--- config.mk ---
export PLATFORM = sky130hd
export DESIGN_NAME = board_io_conditioner
export DESIGN_NICKNAME = d
export VERILOG_FILES = /design/src/rtl/board_io_conditioner.sv
export SDC_FILE = /design/constraint.sdc
export NUM_CORES = 1
export LEC_CHECK = 0
export CAP_MARGIN = 20
export CORE_ASPECT_RATIO = 1.1
export CORE_UTILIZATION = 53
export CTS_CLUSTER_DIAMETER = 30
export DETAILED_ROUTE_END_ITERATION = 10
export PLACE_DENSITY = 0.76
export SYNTH_ARGS = -nofsm -noshare
export SYNTH_HDL_FRONTEND = slang
export SYNTH_SLANG_ARGS = --single-unit
--- constraint.sdc ---
create_clock -name clk -period 1.9 [get_ports clk]
set_clock_uncertainty 0.15 [all_clocks]
set_input_delay 0.475 -clock clk [delete_from_list [all_inputs] [get_ports clk]]
set_output_delay 0.475 -clock clk [all_outputs]
set_load 0.02 [all_outputs]
--- src/rtl/board_io_conditioner.sv ---
// Board-level I/O conditioning: switch synchronise/debounce/edge/irq, LED PWM,
// and registered PMOD data/output-enable with synchronised PMOD inputs.
module board_io_conditioner #(
  parameter int unsigned N_SW            = 16,
  parameter int unsigned N_LED           = 16,
  parameter int unsigned N_PMOD          = 8,
  parameter int unsigned SYNC_STAGES     = 2,
  parameter int unsigned DEBOUNCE_CYCLES = 250000,
  parameter int unsigned PWM_BITS        = 4
) (
  input  logic                clk,
  input  logic                rst,
  input  logic [N_SW-1:0]     sw_i,
  output logic [N_SW-1:0]     sw_o,
  output logic [N_SW-1:0]     sw_rise_o,
  output logic [N_SW-1:0]     sw_fall_o,
  input  logic [N_SW-1:0]     irq_mask_i,
  input  logic                irq_clr_i,
  output logic                irq_o,
  input  logic [N_LED-1:0]    led_val_i,
  input  logic [PWM_BITS-1:0] led_duty_i,
  output logic [N_LED-1:0]    led_o,
  input  logic [N_PMOD-1:0]   pmod_in_i,
  output logic [N_PMOD-1:0]   pmod_in_o,
  input  logic [N_PMOD-1:0]   pmod_out_i,
  input  logic [N_PMOD-1:0]   pmod_dir_i,
  output logic [N_PMOD-1:0]   pmod_o,
  output logic [N_PMOD-1:0]   pmod_oe_o
);

  localparam int unsigned   CW       = $clog2(DEBOUNCE_CYCLES + 1);
  localparam logic [CW-1:0] CNT_LAST = CW'(DEBOUNCE_CYCLES - 1);

  logic [N_SW-1:0]     r_sw_sync   [SYNC_STAGES];
  logic [N_PMOD-1:0]   r_pmod_sync [SYNC_STAGES];
  logic [CW-1:0]       r_db_cnt    [N_SW];
  logic [N_SW-1:0]     r_sw;
  logic [N_SW-1:0]     r_rise;
  logic [N_SW-1:0]     r_fall;
  logic                r_irq;
  logic [PWM_BITS-1:0] r_pwm_cnt;
  logic [N_LED-1:0]    r_led;
  logic [N_PMOD-1:0]   r_pmod_o;
  logic [N_PMOD-1:0]   r_pmod_oe;

  logic [N_SW-1:0]     w_sw_s;
  logic                w_pwm_on;

  always_ff @(posedge clk) begin
    if (rst) begin
      for (int unsigned k = 0; k < SYNC_STAGES; k++) begin
        r_sw_sync[k]   <= '0;
        r_pmod_sync[k] <= '0;
      end
    end else begin
      r_sw_sync[0]   <= sw_i;
      r_pmod_sync[0] <= pmod_in_i;
      for (int unsigned k = 1; k < SYNC_STAGES; k++) begin
        r_sw_sync[k]   <= r_sw_sync[k-1];
        r_pmod_sync[k] <= r_pmod_sync[k-1];
      end
    end
  end

  assign w_sw_s = r_sw_sync[SYNC_STAGES-1];

  // Counter only advances while the synchronised level disagrees with the
  // accepted level; any agreeing cycle restarts qualification.
  always_ff @(posedge clk) begin
    if (rst) begin
      r_sw   <= '0;
      r_rise <= '0;
      r_fall <= '0;
      for (int unsigned i = 0; i < N_SW; i++) begin
        r_db_cnt[i] <= '0;
      end
    end else begin
      for (int unsigned i = 0; i < N_SW; i++) begin
        r_rise[i] <= 1'b0;
        r_fall[i] <= 1'b0;
        if (w_sw_s[i] == r_sw[i]) begin
          r_db_cnt[i] <= '0;
        end else if (r_db_cnt[i] == CNT_LAST) begin
          r_sw[i]     <= w_sw_s[i];
          r_rise[i]   <= w_sw_s[i];
          r_fall[i]   <= ~w_sw_s[i];
          r_db_cnt[i] <= '0;
        end else begin
          r_db_cnt[i] <= r_db_cnt[i] + CW'(1);
        end
      end
    end
  end

  always_ff @(posedge clk) begin
    if (rst) begin
      r_irq <= 1'b0;
    end else begin
      r_irq <= (r_irq & ~irq_clr_i) | (|((r_rise | r_fall) & ~irq_mask_i));
    end
  end

  assign w_pwm_on = (&led_duty_i) | (r_pwm_cnt < led_duty_i);

  always_ff @(posedge clk) begin
    if (rst) begin
      r_pwm_cnt <= '0;
      r_led     <= '0;
      r_pmod_o  <= '0;
      r_pmod_oe <= '0;
    end else begin
      r_pwm_cnt <= r_pwm_cnt + PWM_BITS'(1);
      r_led     <= led_val_i & {N_LED{w_pwm_on}};
      r_pmod_o  <= pmod_out_i;
      r_pmod_oe <= pmod_dir_i;
    end
  end

  assign sw_o      = r_sw;
  assign sw_rise_o = r_rise;
  assign sw_fall_o = r_fall;
  assign irq_o     = r_irq;
  assign led_o     = r_led;
  assign pmod_in_o = r_pmod_sync[SYNC_STAGES-1];
  assign pmod_o    = r_pmod_o;
  assign pmod_oe_o = r_pmod_oe;

endmodule

==> impl_metrics.tcl <==
set metrics [dict create \
    status "finished with violations" \
    violations "setup timing" \
    nets 2611 \
    antenna_found_initial 1 \
    post-route-period-util 1.148 \
    first_global_vias 15419 \
    drc_errors 0 \
    path_cells "or4_4, or4_4, buf_6, mux2i_1, nor2_1" \
    rows 73 \
    synth_area_leaders "edfxtp_1, dfxtp_1, xor2_1, nor2_1, xnor2_1" \
    cts_made_buffers 90 \
    syn-instance-count 1830 \
    syn_avg_cell_area_um2 10.78 \
    pre_cts_ws_ns -0.8814 \
    first_pass_iters 5 \
    hold_path_class "input pin to flip-flop" \
    max_stage_delay_ns 0.55 \
    cts_max_level 3 \
    synthFlopType "edfxtp_1" \
    finalMaxSlewViolations 0 \
    place_congestion 0.8185 \
    end_kind "flip-flop" \
    min_period_ns 2.181 \
    initial_core_util 0.5412 \
    cp_data_arrival_time_ns 2.50 \
    n_fill_cell 2293 \
    synth_top_area_frac 0.4385 \
    diodes 0 \
    required_ns 2.22 \
    crit_fanout 4 \
    syn_area_um2 19720 \
    cp_common_cell "or4_4" \
    wl_mm 45.27 \
    synth_edf_count 288 \
    fmax_ghz 0.4585 \
    detail-route-antenna-nets 0 \
    rsz0062_at_grt "true" \
    slowest_stage "or4_4" \
    ff_latch_area_um2 11320 \
    core_region_area_um2 36440 \
    cts_tree "yes" \
    routedWlPerCell_um 14.72 \
    grt_max_degree 28 \
    grtUsageTotal 0.2297 \
    grt_pass1_wl_mm 70.49 \
    drt-initial-drc-count 750 \
    grt_overflow_total 0 \
    yosysWarningCount 0 \
    clkSlewWorstSetupHoldPaths_ns 0.05 \
    via_per_inst 5.005 \
    dr_total_vias 15391 \
    p_leak_nw 11.06 \
    syn_to_final_growth_pct 43.86 \
    yosysSeqAreaShare 0.5735 \
    fp.dieH_um 204.3 \
    cts.sinks 421 \
    max-cap-violations 0 \
    clk_latency_ns 0.59 \
    port_buffers 167 \
    setup_ws_ns -0.2809 \
    drive_gt1_frac 0.2133 \
    yosys.area.top_type "edfxtp_1" \
    clock_path_buffers 3 \
    multiInputGateArea_um2 9878 \
    cts_root_buf "clkbuf_16" \
    ir_drop_mv 0.7046 \
    dieArea_um2 37990 \
    synth_async_sr_flop_share 0 \
    worst_pin_slew_ns 0.6540 \
    power.density_nw_per_um2 978.8 \
    cp-start-kind "flip-flop" \
    criticalPathCategory "flip-flop to flip-flop" \
    slew_headroom 0.5640 \
    total_power_mw 27.77 \
    finish.utilization 0.7785 \
    hold_viol 0 \
    dpl.hpwl_mm 28.95 \
    die_w_um 185.9 \
    io_pins 168 \
    synth-seq-cells 421 \
    setup_viol 47 \
    synth.distinct_cells 45 \
]
[cells in the final DEF, fill, tap and decap left out, types with 37 or more instances in the layout]
cell             Yosys  final
clkbuf_16            0    100
nand3_1            107     97
nand4_1             56     56
xor2_1             159    156
dfxtp_1            133    129
nor3_1              44     37
nand2_1             88     82
clkdlybuf4s50_1      0     77
nor2b_1             69     68
conb_1               1    288
xnor2_1             97     95
edfxtp_1           288    288
buf_4                9    173
nor2_1             356    308
and3_1              53     43
[repair_timing]
| action | in CTS | in global routing |
|---|---|---|
| setup endpoints to repair | 197 | 226 |
| pin swaps | 24 | 40 |
| setup buffers | 6 | 21 |
| resized for setup | 233 | 192 |
| hold endpoints to repair | 0 | 0 |
| gates cloned | 3 | 2 |
| hold buffers | 0 | 0 |
[metrics by stage]
step	TNS, ns	std cells	instance area, um2	hold WS (ns)
after detailed placement	-20.03	2878	24250	0.2753
final	-6.748	3075	28370	0.08090
after global placement	-17.72	2878	24250	0.2692
after global routing	-10.50	3075	28370	0.09011
after floorplan	-4.241	2117	20880	0.2638
after CTS	-5.347	3055	27610	0.07589
[cells in the mapped netlist, types with 7 or more instances]
cell and instances:
a21oi_1 16, buf_2 9, nor4_1 14, dfxtp_1 133, edfxtp_1 288, xor2_1 159
clkbuf_1 44, inv_1 36, o41ai_1 15, nand3_1 107, buf_4 9, nor2_1 356
o22ai_1 8, and3_1 53, nor4b_1 27, nand2b_1 38, xnor2_1 97, nand4_1 56
and4_1 32, nand4b_1 7, mux2i_1 16, nand2_1 88, and2_1 25, ha_1 20
nor2b_1 69, nor3_1 44, nand3b_1 20
[critical path: cells and delay by family, from the launching register on]
kind / cells / cell delay [ns]
buffers and inverters: 1 / 0.17
flip-flops: 1 / 0.40
multiplexers: 1 / 0.18
AND/OR/NAND/NOR: 3 / 1.15
[layer usage]
metal	track usage	part of all wire	vias to the layer above
met4	0.08724	0.026	2
met1	0.2678	0.41	7412
met5	0	0.00020	-
li1	-	-	7540
met3	0.05613	0.052	80
met2	0.4041	0.51	357
[registers in the layout (all words and copies together), names as in the netlist]
| signal | count |
|---|---|
| r_pmod_sync | 16 |
| pmod_oe_o | 8 |
| sw_fall_o | 16 |
| r_sw_sync | 32 |
| led_o | 16 |
| pmod_o | 8 |
| sw_o | 16 |
| sw_rise_o | 16 |
| irq_o | 1 |
| r_db_cnt | 288 |
| r_pwm_cnt | 4 |
[layout make-up]
cell class / count / share of cell area
well taps: 487 / 0.02148
flip-flops and latches: 421 / 0.3988
repair buffers: 366 / 0.1151
inverters: 36 / 0.004763
clock buffers: 112 / 0.09005
multi-input cells: 1597 / 0.3482
clock inverters: 56 / 0.02156
[worst paths after layout]
path | start | to | slack [ns] | cells after the start
max | r_db_cnt[1][100]$_SDFFCE_PP0P_ | sw_o[13]$_SDFFE_PP0P_ | -0.28 | 5
max reg2reg | r_db_cnt[1][100]$_SDFFCE_PP0P_ | sw_o[13]$_SDFFE_PP0P_ | -0.28 | 5
min reg2reg | r_pmod_sync[0][5]$_SDFF_PP0_ | r_pmod_sync[0][13]$_SDFF_PP0_ | 0.28 | 1
min | rst | sw_o[12]$_SDFFE_PP0P_ | 0.08 | 2
[cell families after synthesis]
kind of cell | Yosys count | synth area share
buffers and inverters | 101 | 0.02227
AOI/OAI and AO/OA | 48 | 0.01611
muxes | 16 | 0.008120
and+or+nand+nor | 967 | 0.2534
DFF | 421 | 0.5735
other | 1 | 0.0001901
adders and majority gates | 20 | 0.01269
xor gates and xnor gates | 256 | 0.1137
[power breakdown]
| group | switching (mW) | internal, mW |
|---|---|---|
| logic | 0.679 | 0.669 |
| registers | 0.298 | 10.2 |
| clock network | 4.94 | 11.0 |
(Power assumes the default switching activity.)
